`config.mk`:
```
export PLATFORM = sky130hd
export DESIGN_NAME = vga_sync_gen
export DESIGN_NICKNAME = d
export VERILOG_FILES = /design/src/rtl/vga_timing_pkg.sv /design/src/rtl/mod_counter.sv /design/src/rtl/vga_sync_gen.sv
export SDC_FILE = /design/constraint.sdc
export NUM_CORES = 1
export LEC_CHECK = 0
export CAP_MARGIN = 10
export CORE_MARGIN = 5
export CORE_UTILIZATION = 56
export DETAILED_ROUTE_END_ITERATION = 8
export PLACE_DENSITY = 0.84
export SLEW_MARGIN = 20
export SYNTH_ARGS = -nofsm -noshare
export SYNTH_HDL_FRONTEND = slang
export SYNTH_SLANG_ARGS = --single-unit
```
`constraint.sdc`:
```
create_clock -name clk -period 4.01 [get_ports clk]
set_input_delay 1.0025 -clock clk [delete_from_list [all_inputs] [get_ports clk]]
set_output_delay 1.0025 -clock clk [all_outputs]
set_load 0.02 [all_outputs]
```
`src/rtl/vga_timing_pkg.sv`:
```
// Shared 640x480@60 VGA timing constants and helpers, used by the sync
// generator and the pixel renderer.
package vga_timing_pkg;

  localparam int CNT_W = 10;

  localparam int DEF_H_VISIBLE = 640;
  localparam int DEF_H_FRONT   = 16;
  localparam int DEF_H_SYNC    = 96;
  localparam int DEF_H_BACK    = 48;
  localparam int DEF_V_VISIBLE = 480;
  localparam int DEF_V_FRONT   = 10;
  localparam int DEF_V_SYNC    = 2;
  localparam int DEF_V_BACK    = 33;

  localparam int DEF_H_TOTAL = DEF_H_VISIBLE + DEF_H_FRONT + DEF_H_SYNC + DEF_H_BACK;
  localparam int DEF_V_TOTAL = DEF_V_VISIBLE + DEF_V_FRONT + DEF_V_SYNC + DEF_V_BACK;

  // Inclusive range test on a raw counter value.
  function automatic logic in_window(input logic [CNT_W-1:0] v, input int lo, input int hi);
    return (int'(v) >= lo) && (int'(v) <= hi);
  endfunction

endpackage

```
`src/rtl/mod_counter.sv`:
```
// Modulo-N enabled counter; exposes its next value so the parent can
// register decoded outputs in lock-step with the count.
module mod_counter
  import vga_timing_pkg::*;
#(
  parameter int WIDTH   = CNT_W,
  parameter int MODULUS = DEF_H_TOTAL
) (
  input  logic             clk,
  input  logic             reset,
  input  logic             en,
  output logic [WIDTH-1:0] count,
  output logic [WIDTH-1:0] count_next,
  output logic             tc
);

  assign tc = (count == WIDTH'(MODULUS - 1));

  always_comb begin
    count_next = count;
    if (en) begin
      count_next = tc ? '0 : count + WIDTH'(1);
    end
  end

  always_ff @(posedge clk or posedge reset) begin
    if (reset) begin
      count <= '0;
    end else begin
      count <= count_next;
    end
  end

endmodule

```
`src/rtl/vga_sync_gen.sv`:
```
// VGA raster timing generator: horizontal/vertical counters plus registered
// sync, blanking and frame-start outputs aligned with the counters.
module vga_sync_gen
  import vga_timing_pkg::*;
#(
  parameter int H_VISIBLE = DEF_H_VISIBLE,
  parameter int H_FRONT   = DEF_H_FRONT,
  parameter int H_SYNC    = DEF_H_SYNC,
  parameter int H_BACK    = DEF_H_BACK,
  parameter int V_VISIBLE = DEF_V_VISIBLE,
  parameter int V_FRONT   = DEF_V_FRONT,
  parameter int V_SYNC    = DEF_V_SYNC,
  parameter int V_BACK    = DEF_V_BACK,
  parameter bit SYNC_POL  = 1'b0
) (
  input  logic             clk,
  input  logic             reset,
  input  logic             pix_en,
  output logic             hsync,
  output logic             vsync,
  output logic             video_on,
  output logic [CNT_W-1:0] pixel_x,
  output logic [CNT_W-1:0] pixel_y,
  output logic             frame_start
);

  localparam int H_TOTAL  = H_VISIBLE + H_FRONT + H_SYNC + H_BACK;
  localparam int V_TOTAL  = V_VISIBLE + V_FRONT + V_SYNC + V_BACK;
  localparam int HS_START = H_VISIBLE + H_FRONT;
  localparam int HS_END   = H_VISIBLE + H_FRONT + H_SYNC - 1;
  localparam int VS_START = V_VISIBLE + V_FRONT;
  localparam int VS_END   = V_VISIBLE + V_FRONT + V_SYNC - 1;

  logic [CNT_W-1:0] h_count, h_next, v_count, v_next;
  logic             h_tc, v_tc;

  // pix_en is a one-clk strobe with no back-pressure: every edge it is high
  // consumes exactly one pixel, every edge it is low leaves all state alone.
  mod_counter #(.WIDTH(CNT_W), .MODULUS(H_TOTAL)) u_h_cnt (
    .clk        (clk),
    .reset      (reset),
    .en         (pix_en),
    .count      (h_count),
    .count_next (h_next),
    .tc         (h_tc)
  );

  mod_counter #(.WIDTH(CNT_W), .MODULUS(V_TOTAL)) u_v_cnt (
    .clk        (clk),
    .reset      (reset),
    .en         (pix_en & h_tc),
    .count      (v_count),
    .count_next (v_next),
    .tc         (v_tc)
  );

  assign pixel_x = h_count;
  assign pixel_y = v_count;

  // Decode from next-state counts so the flops line up with pixel_x/pixel_y.
  always_ff @(posedge clk or posedge reset) begin
    if (reset) begin
      hsync       <= ~SYNC_POL;
      vsync       <= ~SYNC_POL;
      video_on    <= 1'b1;
      frame_start <= 1'b0;
    end else begin
      hsync       <= in_window(h_next, HS_START, HS_END) ? SYNC_POL : ~SYNC_POL;
      vsync       <= in_window(v_next, VS_START, VS_END) ? SYNC_POL : ~SYNC_POL;
      video_on    <= (int'(h_next) < H_VISIBLE) && (int'(v_next) < V_VISIBLE);
      frame_start <= pix_en & h_tc & v_tc;
    end
  end

endmodule

```
**Word level (Yosys, flattened, before mapping)**

Index checks and enable logic that the tools add are counted.

- Add/subtract/negate cells: 2
- Magnitude comparators: 6
- Eq/ne operators: 2
- Mux-type cells: 6
- Bitwise gates (word level): 2
- Reductions and logical operators: 3

Operators by type and width:

| operator | number |
|---|---|
| 2-to-1 mux 10 bit | 4 |
| adder 10 x 1 -> 10 bit (second input constant) | 2 |
| equality test 10 bit (second input constant) | 2 |
| >= comparator 10 bit (second input constant) | 1 |
| >= comparator 10 x 9 -> 1 bit (second input constant) | 1 |
| <= comparator 10 bit (second input constant) | 1 |
| <= comparator 10 x 9 -> 1 bit (second input constant) | 1 |
| less-than comparator 10 bit (second input constant) | 1 |
| less-than comparator 10 x 9 -> 1 bit (second input constant) | 1 |
| logical AND 1 bit | 3 |
| AND 1 bit | 2 |
| 2-to-1 mux 1 bit | 2 |

- Flip-flop bits (word level): 24
- Output and inout bits: 24
- Word-level logic and storage cells: 27

**Longest topological paths before layout**

- Depth after elaboration: 6
- Mapped depth: 7
- Mapped depth without buffers: 7

**Modules after synthesis**

A second synthesis with hierarchy kept.

- Cell total of the unflattened synthesis: 122
- Area, all modules: 1267.5 um^2

Modules (own cells, without submodules):

| module | times used | cells each | area an instance (um^2) | sequential area each (um^2) |
|---|---|---|---|---|
| mod_counter at u_h_cnt | 1 | 53 | 544.3 | 250.2 |
| mod_counter at u_v_cnt | 1 | 53 | 540.5 | 250.2 |
| vga_sync_gen | 1 | 16 | 182.7 | 103.8 |

**Worst setup path before layout**

No wires, ideal clock.

- Path kind: input to register
- From: input pix_en
- To: register vsync
- Library setup time: 0.098 ns
- Data arrival time: 2.299 ns
- Path slack: 1.613 ns
- Stages on the path: 6
- Cell sequence: buf_4 nor4b_4 nand3_2 or4_4 a22oi_2 o2111ai_1

- Longest elaborated chain between the ends: 5
- Elaborated cells between the ends (all ways): 6
- Those cells by class: order compare: 2; mux: 2; bitwise: 1; reduce/logical: 1

RTL lines:

| what | line | source |
|---|---|---|
| start, declared | vga_sync_gen.sv:18 | `input logic pix_en,` |
| AND 1 bit * | vga_sync_gen.sv:51 | `.en (pix_en & h_tc),` |
| 2-to-1 mux 10 bit * | mod_counter.sv:21 | `if (en) begin` |
| >= comparator 10 x 9 -> 1 bit or <= comparator 10 x 9 -> 1 bit (tied branches) | vga_timing_pkg.sv:21 | `return (int'(v) >= lo) && (int'(v) <= hi);` |
| logical AND 1 bit * | vga_timing_pkg.sv:21 |  |
| 2-to-1 mux 1 bit * | vga_sync_gen.sv:69 | `vsync <= in_window(v_next, VS_START, VS_END) ? SYNC_POL : ~SYNC_POL;` |
| end signal, assigned | vga_sync_gen.sv:64 | `vsync <= ~SYNC_POL;` |
| end signal, assigned | vga_sync_gen.sv:69 |  |
| end, declared | vga_sync_gen.sv:20 | `output logic vsync,` |

Every way passes the cells marked *; elsewhere a longest branch is shown, timed or not.

**Final worst setup path**

Same ends and word-level chain as after synthesis.

==> impl_metrics.csv <==
group,metric,value,unit
drt,route.detailed.wl_per_inst,16.15,um
sta,final_min_period_over_clock_period,0.7348,
drt,ant_nets,0,
clock_network,post-cts-setup-buffers,0,
global_routing,pin_count_of_the_biggest_net_entering_global_routing,25,
synthesis,async_reset_ff_frac,1.000,
sta,fmaxAchievable,0.3394,GHz
synthesis,synth_top_cells_by_area,"sky130_fd_sc_hd__dfrtp_1 35%, sky130_fd_sc_hd__dfstp_2 5.3%, sky130_fd_sc_hd__nand2_1 4.3%",
placed_design,placement.io_buffers,26,
drt,finalWirelength,3391,um
setup_path,element_type_at_the_critical_path_end,"flop",
drt,detailedRoute.firstIterationViolations,59,
setup_path,worst-path-max-fanout,12,
power_and_ir_drop,leakage,0.0007326,uW
synthesis,synth_enable_flop_cells,0,
synthesis,synth_fp_nets,162,
finish,mostFrequentLayoutCells,"26 x sky130_fd_sc_hd__clkdlybuf4s50_1, 21 x sky130_fd_sc_hd__dfrtp_1, 17 x sky130_fd_sc_hd__nand2_1, 12 x sky130_fd_sc_hd__nor2_1",
clock_network,cts_max_path_buffers,2,
global_routing,grt_first_pass_wirelength,5568,um
synthesis,syn_avg_cell_area,9.576,sq um
finish,fillers,201,
setup_path,crit_arrival,3.19,ns
placed_design,placed_cells_incl_taps,206,
sta,max-slew-margin-rel,0.4230,
clock_network,cts.reportedPaths.clkPinSlew,0.13,ns
sta,hold_ws,0.5682,ns
global_routing,via_count_of_the_first_global_routing_pass,1197,
global_routing,gr-usage-all-layers,0.1956,
clock_network,cts_num_sinks,24,
sta,final_worst_clock_skew,0.003055,ns
synthesis,synth_top_cell_by_area,"sky130_fd_sc_hd__dfrtp_1",
synthesis,synth_cell_types,52,
finish,final_instance_count_without_filler_cells,210,
sta,rsz0062_at_grt,"false",
sta,maxSlewViolCount,0,
power_and_ir_drop,power-per-cell-area,397.5,nW/um^2
setup_path,start_kind,"primary input",
floorplanning,die_height,61.65,um
finish,insertedDiodeCount,0,
global_routing,globalRouteMet1Util,0.2771,
sta,max_slew.worst_pin.slew,0.8645,ns
global_routing,antenna_found_initial,0,
floorplanning,coreArea,2522,sq um
setup_path,critical-path-max-stage-delay,0.67,ns
setup_path,critPathSlowestCell,"sky130_fd_sc_hd__clkdlybuf4s50_1",
synthesis,synth_sequential_area_ratio,0.4045,
sta,final_hold_viol_count,0,
clock_network,htree_num_levels,1,
synthesis,ys.warnings.count,0,
finish,most_common_cell_after_layout_fill_and_taps_aside,"sky130_fd_sc_hd__clkdlybuf4s50_1",
min_path,min_path_type,"reg2reg",
drt,detail_route.first_pass.iterations,4,
sta,finalCriticalPeriod,2.947,ns
synthesis,yosys.area.top_type_share,0.3518,
clock_network,cts_root_buf,"sky130_fd_sc_hd__clkbuf_4",
clock_network,cts_buffers,3,
synthesis,synthFlopType,"sky130_fd_sc_hd__dfrtp_1",
run,cap_viol_max_count,0,
finish,syn_to_final_growth,18.84,%
floorplanning,dieArea,3801,sq um
finish,final_layout_size_suffix_gt1_frac,0.1000,
placed_design,dp_hpwl,2467,um
drt,via_count,1287,
sta,setup_total_negative_slack,0,ns
setup_path,timing_worst_setup_path_type,"in2reg",
synthesis,ys_seq_elements,24,
setup_path,cp_data_required_time,4.25,ns
drt,drc,0,
power_and_ir_drop,finalPower,705.7,uW
synthesis,post_syn_area,1494,sq um
clock_network,clock_latency,0.32,ns
floorplanning,num_io_pins,27,
clock_network,cts_tree,"built",
clock_network,post_cts.resized_instances,0,
setup_path,path_cells,"clkdlybuf4s50_1 -> nor4b_4 -> nand3_2 -> or4_4 -> a22oi_2 -> o2111ai_1",
drt,route.detailed.vias_per_inst,6.129,
global_routing,met3_resource_use_gr,0.03564,
power_and_ir_drop,ir_drop,0.3900,mV
placed_design,gp_congestion,0.8769,
setup_path,reg2reg_setup_slack,1.70,ns
floorplanning,placementRows,18,
global_routing,grt-busiest-layer,"met2",
floorplanning,floorplan.die.width,61.65,um
floorplanning,start_util,0.5923,
sta,final_setup_fails,0,
global_routing,gr-total-overflow,0,
global_routing,grt_use_met2,0.2945,
finish,finalNetCount,187,
outcome,run_status,"completed",
synthesis,synthesis.instances,156,
finish,postLayoutCoreUtil,0.7039,
clock_network,hold_buffers,0,
-- worst paths after layout --
check                                 startpoint               end  depth (start not counted)
worst max-delay path                      pix_en             vsync                          6
worst min-delay path            u_v_cnt.count[8]  u_v_cnt.count[8]                          1
worst max register to register  u_h_cnt.count[0]             vsync                          6
worst min register to register  u_v_cnt.count[8]  u_v_cnt.count[8]                          1
max in group asynchronous                  reset  u_h_cnt.count[1]                          2
min in group asynchronous                  reset  u_v_cnt.count[8]                          2
-- cell type report --
type	instances	area [sq um]	area share
well taps	30	37.54	0.02114
clock buffers	4	26.28	0.01480
repair buffers	26	260.3	0.1466
inverters	9	33.78	0.01903
multi-input cells	117	813.3	0.4581
flip-flops and latches	24	604.3	0.3404
-- flip-flops by register name (all words and copies together) (netlist names) --
signal / flops
hsync: 1
u_h_cnt.count: 10
vsync: 1
frame_start: 1
u_v_cnt.count: 10
video_on: 1
-- Yosys cell counts (all sizes together), types with 4 or more instances --
master,count
o21ai,9
nand3,4
xnor2,7
inv,9
dfrtp,21
a21oi,5
nand4,4
and3,6
nor2,12
nand2,17
and2,5
buf,5
-- power breakdown --
part	internal [uW]	switching (uW)	leakage [uW]
Combinational	113	126	0.000424
Clock	39.0	75.2	0.0000150
Sequential	275	77.9	0.000294
Total	427	279	0.000733
-- critical path, delay by kind of cell --
family	cells	cell delay, ns
buf+inv	1	0.67
simple gates	3	1.11
compound gates	2	0.40
-- routing by layer --
layer  up-vias  share of wire
met1       611           0.44
met3         8          0.067
met2        50           0.48
met4         0          0.013
li1        618              -
met5         -              0
-- metrics by stage --
step,area [sq um],setup slack [ns]
2_1_floorplan,1494,1.613
3_3_place_gp,1749,0.8404
3_5_place_dp,1749,0.7496
4_1_cts,1775,1.072
5_1_grt,1775,0.9180
6_report,1775,1.063
-- kinds of logic after synthesis --
kind of cell               synth area share
adders and majority gates           0.02513
buffers and inverters               0.05108
DFF                                  0.4045
muxes                               0.02094
xor gates and xnor gates            0.05863
and+or+nand+nor                      0.2898
AOI/OAI and AO/OA                    0.1499
No activity file was read; power rests on OpenSTA's default activity.
==> edit, RTL diff (same flow settings) <==
The parameter `SYNC_POL` goes from 1'b0 to 1'b1.
--- a/src/rtl/vga_sync_gen.sv
+++ b/src/rtl/vga_sync_gen.sv
@@ -11,7 +11,7 @@
   parameter int V_FRONT   = DEF_V_FRONT,
   parameter int V_SYNC    = DEF_V_SYNC,
   parameter int V_BACK    = DEF_V_BACK,
-  parameter bit SYNC_POL  = 1'b0
+  parameter bit SYNC_POL  = 1'b1
 ) (
   input  logic             clk,
   input  logic             reset,
Function: changed (a bounded check fails within 4 cycles, from zero or initial values and one cycle with reset high).
==> edit against the unedited design <==
Sequential cell count unchanged; routed wire length decreased by 0.62%; largest cell class unchanged; cell area decreased by 1.7%; setup slack got worse by 0.27 ns; count of clock-buffer cells in the layout unchanged; highest routed layer unchanged; area after synthesis decreased by 2.7%; clock power increased by 6%; power decreased by 2.4%.
==> edit: results (changes against the unedited design) <==
Run status
  • Status: completed

Synth
  • Mapped Cells: 155 (-0.64%)
  • Post-synth top cells: 23 x dfrtp_1, 21 x nand2_1, 13 x nor2_1, 8 x nand4_1, 8 x xnor2_1
  • Distinct cells, synth: 48 (-7.7%)
  • Post-synthesis mux area share: 3.701% (+1.6 points)
  • Synth Area in Compound Gates: 14.11% (-0.88 points)
  • Adder-Cell Fraction of Synth Area: 2.582% (+0.069 points)
  • Xor/xnor share of the synthesized area: 6.024% (+0.16 points)
  • Ys async rst share: 100.0% (unchanged)
  • Register area share after synthesis: 41.39% (+0.94 points)
  • Synth top area cells: dfrtp_1 40%, nand2_1 5.4%, xnor2_1 4.8%

Placement
  • Port Buffers: 26 (unchanged)
  • DP Wirelength: 2502 um (+1.4%)
  • Placed cell count: 202 (-1.9%)
  • Pre-CTS setup slack: 0.4924 ns (-0.2572 ns)
  • Placed Area: 0.001709 mm^2 (-2.3%)
  • GPL Wtd Cong: 0.9164 (+4.5%)

Clock tree
  • Clock-pin slew on the worst setup and hold paths: 0.12 ns
  • Setup Fix Bufs, Post-CTS: 0 (unchanged)
  • CTS Buffer Depth: 2 (unchanged)
  • CTS H-tree lvls: 1 (unchanged)
  • Clock Latency Late Sink: 0.31 ns
  • Root buf cell: clkbuf_4

Routing
  • Met3 wire len: 236 um (+4.0%)
  • WL met1: 1484 um (-1.3%)
  • Wire per inst: 16.36 um (+1.3%)
  • DR vias: 1265 (-1.7%)
  • Initial DRT Pass Iterations: 5 (+1)
  • Met2 wire len: 1630 um (+1.1%)
  • 1st-iter DRT viols: 71 (+20%)

Power
  • Static leakage: 0.7134 nW (-2.6%)
  • Worst IR drop on VDD: 469.7 uV (+20%)
  • Switching share of power: 37.00% (-2.5 points)

GRT
  • GRT Total Usage: 20.33% (+0.77 points)
  • Met3 usage: 4.894% (+1.3 points)
  • Largest net degree at the start of global routing: 25 (unchanged)
  • Antenna violations before repair: 0 (unchanged)
  • M2 GR Usage: 31.45% (+2.0 points)
  • Vias in the first global route: 1179 (-1.5%)
  • First-pass GRT wire length: 5630 um (+1.1%)
  • GRT met1 Usage: 29.40% (+1.7 points)

STA
  • Slew @ Worst Pin: 0.8429 ns (-0.02166 ns)
  • Clock Skews: 0.01061 ns (+0.007555 ns)

Layout
  • Share of cells above drive strength 1: 7.955% (-2.0 points)
  • Filler cell count: 196 (-2.5%)
  • Nets: 183 (-2.1%)
  • Fin cells: 206 (-1.9%)

Setup path
  • CP max stage cell: clkdlybuf4s50_1
  • Worst path max stage delay: 0.67 ns (about the same)
  • Critical path peak fanout: 13 (+1)
==> edit: changes by cell type after synthesis, moves of 3 or more <==
| cell | before | now |
|---|---|---|
| o21ai_0 | 9 | 4 |
| o31ai_1 | 0 | 3 |
| buf_2 | 1 | 4 |
| clkbuf_1 | 1 | 4 |
| and4_1 | 3 | 0 |
| nand2_1 | 17 | 21 |
| nand4_1 | 4 | 8 |
==> edit: path summary, 6_finish.rpt <==
check	startpoint	endpoint	slack, ns	depth (start not counted)
setup / recovery	pix_en	vsync	0.79	6
hold / removal	u_v_cnt.count[8]	u_v_cnt.count[8]	0.57	1
setup reg to reg	u_h_cnt.count[0]	vsync	1.42	6
hold reg to reg	u_v_cnt.count[8]	u_v_cnt.count[8]	0.57	1
max in group asynchronous	reset	u_h_cnt.count[1]	2.33	2
min in group asynchronous	reset	u_h_cnt.count[8]	1.14	2
==> edit: layout make-up <==
type,instances,area [um^2],area share (%)
inverter,7,26.28,1.505
timing repair buffer,26,260.3,14.91
sequential,24,601.8,34.48
clock buffer,4,36.28,2.079
multi-input combinational,115,783.3,44.87
tap,30,37.54,2.151
==> edit: power by group through the flow <==
| stage | clock network [W] | logic (W) | registers [W] |
|---|---|---|---|
| floorplan | 0 | 0.000121 | 0.000354 |
| global placement | 0 | 0.000216 | 0.000340 |
| detailed placement | 0 | 0.000224 | 0.000345 |
| CTS | 0.000124 | 0.000225 | 0.000340 |
| global route | 0.000136 | 0.000245 | 0.000351 |
| finish | 0.000121 | 0.000225 | 0.000343 |
==> edit: kinds of logic (layout without fill, tap and decap cells) <==
group,Yosys count,after routing
multiplexers,5,5
buffers and inverters,16,37
flip-flops,24,24
XOR/XNOR,10,10
AO/OA/AOI/OAI,27,27
AND/OR/NAND/NOR,70,70
adder cells (fa/ha/maj),3,3
